$ cat config.mk
export PLATFORM = sky130hd
export DESIGN_NAME = led_pwm_fader
export DESIGN_NICKNAME = d
export VERILOG_FILES = /design/src/rtl/led_pwm_fader.sv
export SDC_FILE = /design/constraint.sdc
export NUM_CORES = 1
export LEC_CHECK = 0
export BUFFER_PORTS_ARGS = -buffer_cell sky130_fd_sc_hd__buf_2
export CORE_AREA = 2 2 123 125
export CTS_CLUSTER_SIZE = 12
export DETAILED_ROUTE_END_ITERATION = 16
export DIE_AREA = 0 0 125 127
export PLACE_DENSITY = 0.75
export SLEW_MARGIN = 20
export SYNTH_ARGS = -nofsm -noshare
export SYNTH_HDL_FRONTEND = slang
export SYNTH_SLANG_ARGS = --single-unit
$ cat constraint.sdc
create_clock -name clk -period 7.6 [get_ports clk]
set_input_delay 2.28 -clock clk [delete_from_list [all_inputs] [get_ports clk]]
set_output_delay 2.28 -clock clk [all_outputs]
set_load 0.02 [all_outputs]
$ cat src/rtl/led_pwm_fader.sv
// -----------------------------------------------------------------------------
// led_pwm_fader
//   Takes the LED pattern from the scroll stage and drives the board LEDs through
//   per-channel 4-bit PWM brightness. Each channel's level moves one step per
//   fade tick: up toward 15 when its pattern bit is 1, down toward 0 when it is 0.
//   A shifted pattern therefore leaves a fading trail behind it. When bypass is
//   high, the pattern goes straight to the LEDs, for debug.
//
//   Timing chain (all counters free-running):
//     div_cnt  0..PWM_DIV-1       -> slot_tick   (one PWM slot)
//     pwm_cnt  0..15              -> period_tick (16 slots = one PWM period)
//     fade_cnt 0..FADE_PERIODS-1  -> fade_tick   (one brightness step)
//
// Ports
//   clk      in   1      single clock, all logic on its rising edge
//   reset    in   1      synchronous, active-high reset
//   bypass   in   1      1: led_out follows led_in, with no PWM and no fading
//   led_in   in   N_LED  target pattern, 1 = LED on
//   led_out  out  N_LED  registered LED drive, 1 = LED lit
// -----------------------------------------------------------------------------
module led_pwm_fader #(
  parameter int N_LED        = 16,
  parameter int PWM_DIV      = 8,   // legal 1..65535
  parameter int FADE_PERIODS = 4    // legal 1..255
) (
  input  logic             clk,
  input  logic             reset,
  input  logic             bypass,
  input  logic [N_LED-1:0] led_in,
  output logic [N_LED-1:0] led_out
);

  localparam logic [15:0] DIV_LAST  = 16'(PWM_DIV - 1);
  localparam logic [7:0]  FADE_LAST = 8'(FADE_PERIODS - 1);
  localparam logic [3:0]  LEVEL_MAX = 4'd15;

  logic [15:0] div_cnt;
  logic [3:0]  pwm_cnt;
  logic [7:0]  fade_cnt;
  logic [3:0]  level [N_LED];

  logic slot_tick;
  logic period_tick;
  logic fade_tick;

  assign slot_tick   = (div_cnt == DIV_LAST);
  assign period_tick = slot_tick && (pwm_cnt == LEVEL_MAX);
  assign fade_tick   = period_tick && (fade_cnt == FADE_LAST);

  // NOTE: all state below is updated with non-blocking assignments, so every
  // expression in this block sees the values from before the clock edge. The
  // output compare therefore uses the level and pwm_cnt of the current cycle.
  always_ff @(posedge clk) begin
    if (reset) begin
      div_cnt  <= '0;
      pwm_cnt  <= '0;
      fade_cnt <= '0;
      led_out  <= '0;
      // NOTE: the level array is a set of flops, not a RAM, so it can be reset
      // like any other register. The fade must restart from dark.
      for (int i = 0; i < N_LED; i++) begin
        level[i] <= '0;
      end
    end else begin
      div_cnt <= slot_tick ? '0 : div_cnt + 16'd1;

      if (slot_tick) begin
        pwm_cnt <= pwm_cnt + 4'd1;  // wraps 15 -> 0 naturally
      end

      if (period_tick) begin
        fade_cnt <= (fade_cnt == FADE_LAST) ? '0 : fade_cnt + 8'd1;
      end

      for (int i = 0; i < N_LED; i++) begin
        if (bypass) begin
          // Set the level to fully on or fully off, so that leaving bypass
          // continues from the same visible state with no glitch. Bypass takes
          // priority over a fade step in the same cycle.
          level[i]   <= {4{led_in[i]}};
          led_out[i] <= led_in[i];
        end else begin
          if (fade_tick) begin
            if (led_in[i] && level[i] != LEVEL_MAX) begin
              level[i] <= level[i] + 4'd1;
            end else if (!led_in[i] && level[i] != 4'd0) begin
              level[i] <= level[i] - 4'd1;
            end
          end
          // Level k lights slots 0..k-1. Level 15 is forced fully on; otherwise
          // it would be dark for one slot in 16.
          led_out[i] <= (level[i] == LEVEL_MAX) || (level[i] > pwm_cnt);
        end
      end
    end
  end

endmodule

==> results of run 1 <==
## metal layers
layer  wire length (um)  up-vias
met5                  0        -
met4                474        0
met3               1130       33
met2               8864      230
met1               8663     3415
li1                   -     3661
## layout make-up
class,instances,area (um2)
clock inverters,5,40.04
repair buffers,37,192.7
well taps,184,230.2
fillers,1245,5355
flip-flops and latches,108,2803
multi-input cells,759,5305
clock buffers,11,254.0
inverters,65,244.0
## sequential cells by signal (all words and copies together) (netlist names)
name / count
pwm_cnt: 4
div_cnt: 16
fade_cnt: 8
level: 64
led_out: 16
## worst min-delay path by stage
stage / from / end / slack, ns / depth (start not counted)
final: div_cnt[0]$_SDFF_PP0_ / div_cnt[0]$_SDFF_PP0_ / 0.45 / 1
after detailed placement: div_cnt[0]$_SDFF_PP0_ / div_cnt[0]$_SDFF_PP0_ / 0.44 / 1
after CTS: div_cnt[0]$_SDFF_PP0_ / div_cnt[0]$_SDFF_PP0_ / 0.45 / 1
after global placement: div_cnt[0]$_SDFF_PP0_ / div_cnt[0]$_SDFF_PP0_ / 0.43 / 1
after floorplan: div_cnt[0]$_SDFF_PP0_ / div_cnt[0]$_SDFF_PP0_ / 0.42 / 1
after global routing: div_cnt[0]$_SDFF_PP0_ / div_cnt[0]$_SDFF_PP0_ / 0.48 / 1
## power breakdown
group / total (uW) / internal [uW] / switching (uW)
registers: 711 / 661 / 50.0
clock network: 470 / 246 / 224
logic: 277 / 121 / 156
## through the flow
stage / util / cells
after floorplan: - / 981
after global placement: 0.6083 / 1153
after detailed placement: 0.6083 / 1153
after CTS: 0.6287 / 1169
after global routing: 0.6287 / 1169
final: 0.6287 / 1169
## cells in the mapped netlist, types with 24 or more instances
| cell | number | share of area |
|---|---|---|
| ha_1 | 99 | 0.14 |
| xnor2_1 | 24 | 0.025 |
| nand2_1 | 35 | 0.015 |
| nor3_1 | 37 | 0.022 |
| nand4_1 | 24 | 0.018 |
| dfxtp_1 | 44 | 0.10 |
| edfxtp_1 | 64 | 0.22 |
| nand3_1 | 47 | 0.028 |
| o21ai_0 | 75 | 0.044 |
| o21a_1 | 32 | 0.028 |
| clkbuf_1 | 40 | 0.018 |
| inv_1 | 65 | 0.029 |
| a21oi_1 | 51 | 0.030 |
| nor2_1 | 83 | 0.036 |
## logic make-up after synthesis
family | count (synthesis) | synth area share
muxes | 14 | 0.01743
AOI/OAI and AO/OA | 269 | 0.2054
and+or+nand+nor | 338 | 0.2125
adders and majority gates | 99 | 0.1450
xor gates and xnor gates | 39 | 0.03998
buffers and inverters | 114 | 0.05169
DFF | 108 | 0.3280
==> results by group, run 1 <==
Outcome
  – Status: finished, final reports clean

Floorplanning
  – Row cnt: 44
  – Io pins: 35
  – Core ar.: about 14000 um2
  – Die Height: roughly 130 um
  – Die area: around 16000 um2
  – Die width: 125 um
  – Initial Util: 0.5924

Final layout
  – Antenna cell count: 0
  – Fraction of layout cells with a size suffix above 1: 0.08020
  – P&R area growth vs syn: 6.136%
  – Nets: between 1000 and 1500
  – Fin area: 9069 um2
  – Most frequent cells in the layout: ha_1, nor2_1, o21ai_0
  – Commonest non-fill, non-tap cell in the layout: ha_1

Routing
  – Vias per Instance: roughly 6.3
  – Total length of routed wires: ~19000 um
  – Via Count: about 7300
  – Drt first pass iters: 5
  – DR DRC count: 0
  – Final ANT Viol Nets: 0
  – Iter 0 DRT Violations: between 500 and 600
  – Avg WL per Cell: 16.37 um

Timing
  – Final setup TNS: 0 ns
  – Final Max Tran Viols: 0
  – Unrepaired setup endpoints after global routing: false
  – Skew final: ~0.0086 ns
  – Slew headroom: 0.2909
  – Final WS setup: between 3 and 4 ns
  – Min Hold Slack: between 0.4 and 0.5 ns
  – Period utilization: 0.5643
  – F_max: between 200 and 250 MHz
  – Min Tclk post-route: between 4 and 5 ns
  – Final Hold Viols: 0
  – Final Setup Violations: 0
  – Worst-margin pin slew: roughly 1.1 ns

Critical path
  – RR Endpoint: level[1][18]$_SDFFCE_PP0P_
  – CP Buf/Inv Count: 2
  – CP endpoint: level[1][18]$_SDFFCE_PP0P_
  – Crit-path cells: buf_2, buf_4, nor2_2, nand4_4, or2_4, o21ai_0
  – CP required: between 7 and 8 ns
  – CP max stage cell: o21ai_0
  – CP delay by family, top: simple AND/OR/NAND/NOR gates
  – R2R Setup Slk: roughly 4.5 ns
  – Reg2Reg Depth: 5
  – Kind of critical path: in -> reg
  – CP Launch Type: input port
  – WP data arrival: roughly 4.3 ns
  – Critical Path Stages: 6
  – Worst-path fanout max: 77
  – Crit-path max cell delay: roughly 0.56 ns
  – CP startpoint: reset
  – RR Startpoint: div_cnt[0]$_SDFF_PP0_
  – Worst setup EP type: flip-flop

Pwr
  – Leakage: ~0.0036 uW
  – Pwr Total: around 1500 uW
  – Pwr Density: 160.8 nW/um2
  – Max IR drop VDD: just over 0.1 mV

Yosys
  – Synthesized Nets: roughly 1100
  – Gate count of the mapped netlist: around 980
  – EDFF count, synth: 64
  – FFs w/ async S/R, synth: 0
  – Register area share after synthesis: 0.3280
  – Flops & latches, synth: approximately 110
  – Synthesized area per cell: between 8 and 9 um2
  – Distinct cells, synth: 60
  – Ys Warns: 0
  – Post-Syn Area: around 8500 um2
  – Prevailing post-synth register cell: edfxtp_1

Global routing
  – Busiest grt layer: met2
  – Met2 usage: 0.3996
  – Largest net degree at the start of global routing: 78
  – Global Route Usage Sum: 0.2437
  – Met1 usage in global routing: 0.3322
  – Grt total ovfl: 0
  – First-pass GRT wire length: 31880 um
  – Vias in the first global route: 6628
  – Initial antenna violation count: 0
  – GRT met3 Usage: 0.03015

Clock network
  – Post-CTS Hold Buffers: 0
  – Maximum root-to-sink buffer count: 2
  – TritonCTS buffer count: 9
  – Root Buffer: clkbuf_16
  – Clk_lat worst skew: between 0.3 and 0.4 ns
  – H-tree levels: 3
  – Setup Fix Bufs, Post-CTS: 0
  – CTS tree: done
  – Sink Count: approximately 110
  – Clock-pin slew on the worst setup and hold paths: 0.07 ns
  – Post-CTS resize count: 0

Place
  – Placed cell area: 8775 um2
  – Final GP Congestion: about 0.86
  – Dpl hpwl: 12810 um
  – IO buf count: 34
  – Post-place setup slack: 2.930 ns

Min path
  – Hold Path Class: reg -> reg

Run
  – Max-cap violations: 0
Note: power is estimated with default switching activity, not from simulation.
==> run 2, diff against run 1 <==
- CORE_AREA: 2 2 123 125 -> 2 2 126 128
- DIE_AREA: 0 0 125 127 -> 0 0 128 130
- PLACE_DENSITY: 0.75 -> 0.74
- clock period: 7.6 -> 3.5 ns (I/O delays scaled with it)
==> run 2 against run 1 <==
Clock skew is 0.0019 ns higher. Critical path type unchanged. Final cell count is 1.3% higher. Via count is 0.12% higher. Largest power group unchanged. Total power is 120% higher. Flip-flop and latch count stayed put. Combinational power is 120% higher. First-iteration DRC count is 12% higher. Hold slack better by 0.0099 ns. Global-route usage is 0.25 points higher. Core utilization is 3.6 points lower.
==> results by group, run 2 (synthesis gave the netlist of run 1 again) <==
Clock network
  – CTS tree: done
  – Maximum root-to-sink buffer count: 2
  – Setup Fix Bufs, Post-CTS: 0
  – Clock-pin slew on the worst setup and hold paths: roughly 0.07 ns
  – Clk_lat worst skew: ~0.36 ns
  – H-tree levels: 3
  – TritonCTS buffer count: 9
  – Post-CTS resize count: 0
  – Root Buffer: clkbuf_16
  – Post-CTS Hold Buffers: 0
  – Sink Count: roughly 110

Critical path
  – Worst-path fanout max: 77
  – CP delay by family, top: simple AND/OR/NAND/NOR gates
  – CP Launch Type: input port
  – Worst setup EP type: flip-flop
  – CP max stage cell: o21ai_0
  – Kind of critical path: in -> reg
  – CP required: roughly 3.5 ns
  – WP data arrival: 2.72 ns
  – Crit-path max cell delay: around 0.57 ns
  – Crit-path cells: buf_2, nor2_2, nand4_4, or2_4, o21ai_0
  – CP Buf/Inv Count: 1

Place
  – IO buf count: 34
  – Placed cell area: between 8000 and 9000 um2
  – Post-place setup slack: between 0.4 and 0.5 ns
  – Dpl hpwl: between 10000 and 15000 um
  – Final GP Congestion: approximately 0.86

Timing
  – F_max: about 370 MHz
  – Unrepaired setup endpoints after global routing: false
  – Period utilization: 0.7754
  – Skew final: 0.01049 ns
  – Final Max Tran Viols: 0
  – Final WS setup: approximately 0.8 ns
  – Final Setup Violations: 0
  – Worst-margin pin slew: roughly 0.95 ns
  – Final Hold Viols: 0
  – Min Tclk post-route: 2.714 ns
  – Slew headroom: 0.3641
  – Final setup TNS: 0 ns

Global routing
  – Initial antenna violation count: 1
  – Vias in the first global route: 6765
  – Global Route Usage Sum: 0.2462
  – Grt total ovfl: 0
  – Largest net degree at the start of global routing: 78
  – First-pass GRT wire length: between 30000 and 40000 um

Pwr
  – Leakage: between 0.003 and 0.004 uW
  – Max IR drop VDD: 0.2565 mV
  – Pwr Density: roughly 350 nW/um2
  – Pwr Total: about 3200 uW

Floorplanning
  – Row cnt: 46
  – Die Height: 130 um
  – Core ar.: roughly 15000 um2
  – Io pins: 35
  – Initial Util: 0.5539
  – Die area: 16640 um2
  – Die width: 128 um

Routing
  – DR DRC count: 0
  – Vias per Instance: approximately 6.2
  – Final ANT Viol Nets: 0
  – Drt first pass iters: 9
  – Via Count: around 7300
  – Avg WL per Cell: 16.79 um
  – Iter 0 DRT Violations: ~660
  – Total length of routed wires: 19880 um

Min path
  – Hold Path Class: reg -> reg

Final layout
  – Max reg flops: between 60 and 70
  – P&R area growth vs syn: 6.970%
  – Util after Layout: 0.5926
  – Fin area: just over 9000 um2
  – Biggest regs: level: 64 flops, div_cnt: 16 flops, led_out: 16 flops
  – Commonest non-fill, non-tap cell in the layout: ha_1
  – Fraction of layout cells with a size suffix above 1: 0.08476
  – Top reg by flops: level
  – Nets: 1104
  – Most frequent cells in the layout: ha_1, nor2_1, o21ai_0

Outcome
  – Status: finished, final reports clean

Run
  – Max-cap violations: 0
[run 2: final timing paths]
kind,startpoint,endpoint,slack [ns],cells after the start
hold / removal,div_cnt[0]$_SDFF_PP0_,div_cnt[0]$_SDFF_PP0_,0.46,1
hold reg to reg,div_cnt[0]$_SDFF_PP0_,div_cnt[0]$_SDFF_PP0_,0.46,1
setup reg to reg,fade_cnt[0]$_SDFFE_PP0N_,level[0][10]$_SDFFCE_PN0P_,0.88,5
setup / recovery,bypass,level[0][10]$_SDFFCE_PN0P_,0.79,5
[run 2: final cells by class]
cell class	instances	area (um2)
Sequential cell	108	2803
Tap cell	192	240.2
Multi-Input combinational cell	759	5305
Fill cell	1348	6285
Timing Repair Buffer	43	237.7
Inverter	65	244.0
Antenna cell	1	2.502
Clock buffer	14	296.5
Clock inverter	2	11.26
[run 2: metal layers]
metal	GRT usage	up-vias	share of wire
met2	0.4052	193	0.47
met4	0.08597	0	0.017
li1	-	3676	-
met5	0	-	0
met3	0.04182	30	0.052
met1	0.3306	3449	0.47
[run 2: metrics by stage]
step	hold WS (ns)	instances
6_report	0.4562	1184
5_1_grt	0.4762	1183
4_1_cts	0.4597	1183
3_5_place_dp	0.4459	1167
3_3_place_gp	0.4300	1167
2_1_floorplan	0.4176	981
[run 2: where the power goes]
group          leakage (uW)  switching, uW  total [uW]  internal [uW]
combinational       0.00239            347         614            267
sequential          0.00105            106        1540           1430
clock              0.000153            463        1050            589
total               0.00360            916        3210           2290
==> run 3, diff against run 2 <==
- ABC_AREA: default -> 1
- CORE_AREA: 2 2 126 128 -> 2 2 127 129
- DIE_AREA: 0 0 128 130 -> 0 0 129 131
- clock period: 3.5 -> 2.3 ns (I/O delays scaled with it)
==> run 3 against run 2 <==
Flip-flop and latch count unchanged. Worst setup slack got worse by 0.67 ns. Clock skew decreased by 0.0025 ns. Total power increased by 55%. Via count increased by 6.5%. Sequential share of layout area decreased by 2.2 points. Hold slack improved by 0.0074 ns. Clock power increased by 54%.
==> results by group, run 3 <==
Outcome
  – Status: finished, final reports clean

Clock network
  – Clk_lat worst skew: approximately 0.36 ns
  – CTS tree: done
  – Maximum root-to-sink buffer count: 2
  – Clock-pin slew on the worst setup and hold paths: 0.08 ns
  – TritonCTS buffer count: 9
  – Sink Count: 108
  – Root Buffer: clkbuf_16
  – Post-CTS Hold Buffers: 0
  – H-tree levels: 3

Timing
  – Worst-margin pin slew: approximately 0.43 ns
  – Final setup TNS: 0 ns
  – Final Max Tran Viols: 0
  – Final Hold Viols: 0
  – Slew headroom: 0.7103
  – Skew final: about 0.008 ns
  – Final Setup Violations: 0
  – F_max: around 460 MHz
  – Min Tclk post-route: 2.186 ns
  – Period utilization: 0.9504

Final layout
  – Biggest regs: level: 64 flops, div_cnt: 16 flops, led_out: 16 flops
  – Non-filler cells, final: about 1400
  – Antenna cell count: 0
  – Max reg flops: 64
  – Commonest non-fill, non-tap cell in the layout: nand2_1
  – FILL cells: between 1000 and 1500
  – Fraction of layout cells with a size suffix above 1: 0.1216
  – Nets: between 1000 and 1500
  – P&R area growth vs syn: 13.33%
  – Fin area: between 9000 and 10000 um2
  – Most frequent cells in the layout: nand2_1, inv_1, nand3_1
  – Top reg by flops: level

Critical path
  – CP Buf/Inv Count: 4
  – Cell repeated most along the worst path: nand2_1
  – Kind of critical path: reg -> reg
  – CP max stage cell: dfxtp_2
  – Crit-path cells: ha_4, inv_1, nor2_1, nand2_1, nor2_2, nand3_2, nor2_4, buf_12, clkbuf_16, o21ai_2, nand2_1, nand3_1, nand2_1, inv_1
  – CP delay by family, top: simple AND/OR/NAND/NOR gates
  – CP required: approximately 2.4 ns
  – Worst-path fanout max: 10
  – WP data arrival: 2.30 ns
  – Worst setup EP type: flip-flop
  – Crit-path max cell delay: 0.37 ns
  – CP Launch Type: flip-flop

Floorplanning
  – Initial Util: 0.5578
  – Die area: 16900 um2
  – Die width: 129 um
  – Io pins: 35
  – Core ar.: between 15000 and 20000 um2
  – Row cnt: between 40 and 50
  – Die Height: about 130 um

Place
  – Dpl hpwl: 14210 um
  – Final GP Congestion: around 0.86
  – Placed cell area: 9358 um2
  – Placed insts: 1408
  – IO buf count: 34

Yosys
  – Synth Area in Simple Gates: 0.2731
  – Most frequent cells after synthesis: nand2_1, inv_1, nand3_1
  – Gate count of the mapped netlist: approximately 1100
  – Distinct cells, synth: 43
  – Register area share after synthesis: 0.3222
  – Area share of fa/ha/maj cells after synthesis: 0.1424
  – Mux cell area share after synthesis: 0
  – Post-synth top area cell: edfxtp_1
  – Top post-synthesis cells by area: edfxtp_1, ha_1, dfxtp_1, nand3_1, nand2_1
  – Flops & latches, synth: 108
  – Post-Syn Area: slightly below 9000 um2
  – FFs w/ async S/R, synth: 0
  – Ys Warns: 0
  – Xor/xnor cell area share of the yosys netlist: 0.06745
  – Post-synth top area share: 0.2209
  – EDFF count, synth: between 60 and 70
  – Compound-Gate Fraction of Synth Area: 0.1066
  – Synthesized Nets: around 1300
  – Prevailing post-synth register cell: edfxtp_1
  – Largest family of logic cells by synthesized area: simple AND/OR/NAND/NOR gates
  – Synthesized area per cell: between 7 and 8 um2
  – Top-count cell post-synth: nand2_1

Routing
  – Final ANT Viol Nets: 0
  – Avg WL per Cell: about 14 um
  – DR DRC count: 0
  – Vias per Instance: roughly 5.5
  – Drt first pass iters: 5
  – Via Count: roughly 7800
  – Total length of routed wires: a little over 20000 um
  – Iter 0 DRT Violations: slightly below 600

Run
  – Max-cap violations: 0

Pwr
  – Leakage: 0.004576 uW
  – Pwr Density: ~500 nW/um2
  – Max IR drop VDD: around 0.37 mV

Global routing
  – Largest net degree at the start of global routing: between 40 and 50
  – First-pass GRT wire length: 33000 um
  – Vias in the first global route: slightly above 7000
  – Initial antenna violation count: 1
  – Grt total ovfl: 0
  – Global Route Usage Sum: 0.2397

Min path
  – Hold Path Class: reg -> reg
[run 3: cell types whose count changed in the layout (fill, tap and decap cells not counted), moves of 23 or more]
cell,delta
nand2_1,+143
nand3_1,+95
inv_1,+89
xor2_1,+41
o21ai_0,-36
o21a_1,-31
buf_4,+27
nor2_1,+24
nor2b_1,-23
[run 3: logic make-up (layout without fill, tap and decap cells)]
| family | count (synthesis) | count (layout) |
|---|---|---|
| buffers and inverters | 188 | 257 |
| DFF | 108 | 108 |
| and+or+nand+nor | 523 | 523 |
| AOI/OAI and AO/OA | 163 | 163 |
| adders and majority gates | 99 | 99 |
| xor gates and xnor gates | 67 | 67 |
[run 3: path summary, 6_finish.rpt]
check	start	to	slack [ns]	cells after the start
worst min-delay path	div_cnt[0]$_SDFF_PP0_	div_cnt[0]$_SDFF_PP0_	0.46	1
worst max-delay path	div_cnt[0]$_SDFF_PP0_	level[0][22]$_SDFFCE_PN0P_	0.11	14
worst max register to register	div_cnt[0]$_SDFF_PP0_	level[0][22]$_SDFFCE_PN0P_	0.11	14
worst min register to register	div_cnt[0]$_SDFF_PP0_	div_cnt[0]$_SDFF_PP0_	0.46	1
[run 3: power by group]
group | total [uW] | switching (uW) | internal, uW | leakage [uW]
Combinational | 998 | 587 | 411 | 0.00338
Sequential | 2350 | 154 | 2190 | 0.00104
Clock | 1620 | 744 | 873 | 0.000154
Total | 4960 | 1480 | 3480 | 0.00458
[run 3: per-stage QoR]
step           hold slack (ns)  setup WS (ns)  power, uW  utilization
6_report                0.4636         0.1141       4962       0.6321
5_1_grt                 0.4731      -0.009988       5217       0.6321
4_1_cts                 0.4573         0.1008       4965       0.6195
3_5_place_dp            0.4459         0.1027       3361       0.6000
3_3_place_gp            0.4297         0.1393       3343       0.6000
2_1_floorplan           0.4176        0.09895       3077            -
[run 3: layout make-up]
| class | count | area (um2) | share of cell area |
|---|---|---|---|
| clock buffers | 12 | 279.0 | 0.02830 |
| flip-flops and latches | 108 | 2805 | 0.2845 |
| well taps | 216 | 270.3 | 0.02741 |
| inverters | 158 | 593.1 | 0.06015 |
| clock inverters | 4 | 26.28 | 0.002665 |
| repair buffers | 83 | 711.9 | 0.07221 |
| multi-input cells | 852 | 5174 | 0.5247 |
[run 3: per-layer routing]
layer  GRT usage  part of all wire
met1      0.3190              0.46
met2      0.4065              0.47
met3     0.03990             0.048
met4     0.06458             0.019
met5           0           0.00034
[run 3: timing repair]
item | CTS | global route
gates resized for setup | 0 | 18
setup buffers | 0 | 5
setup endpoints to repair | 0 | 49
[run 3: worst reg2reg max path, stage by stage (launching register included)]
cell       delay (ns)
dfxtp_2          0.37
ha_4             0.14
inv_1            0.05
nor2_1           0.08
nand2_1          0.08
nor2_2           0.11
nand3_2          0.13
nor2_4           0.31
buf_12           0.16
clkbuf_16        0.16
o21ai_2          0.08
nand2_1          0.09
nand3_1          0.08
nand2_1          0.07
inv_1            0.04
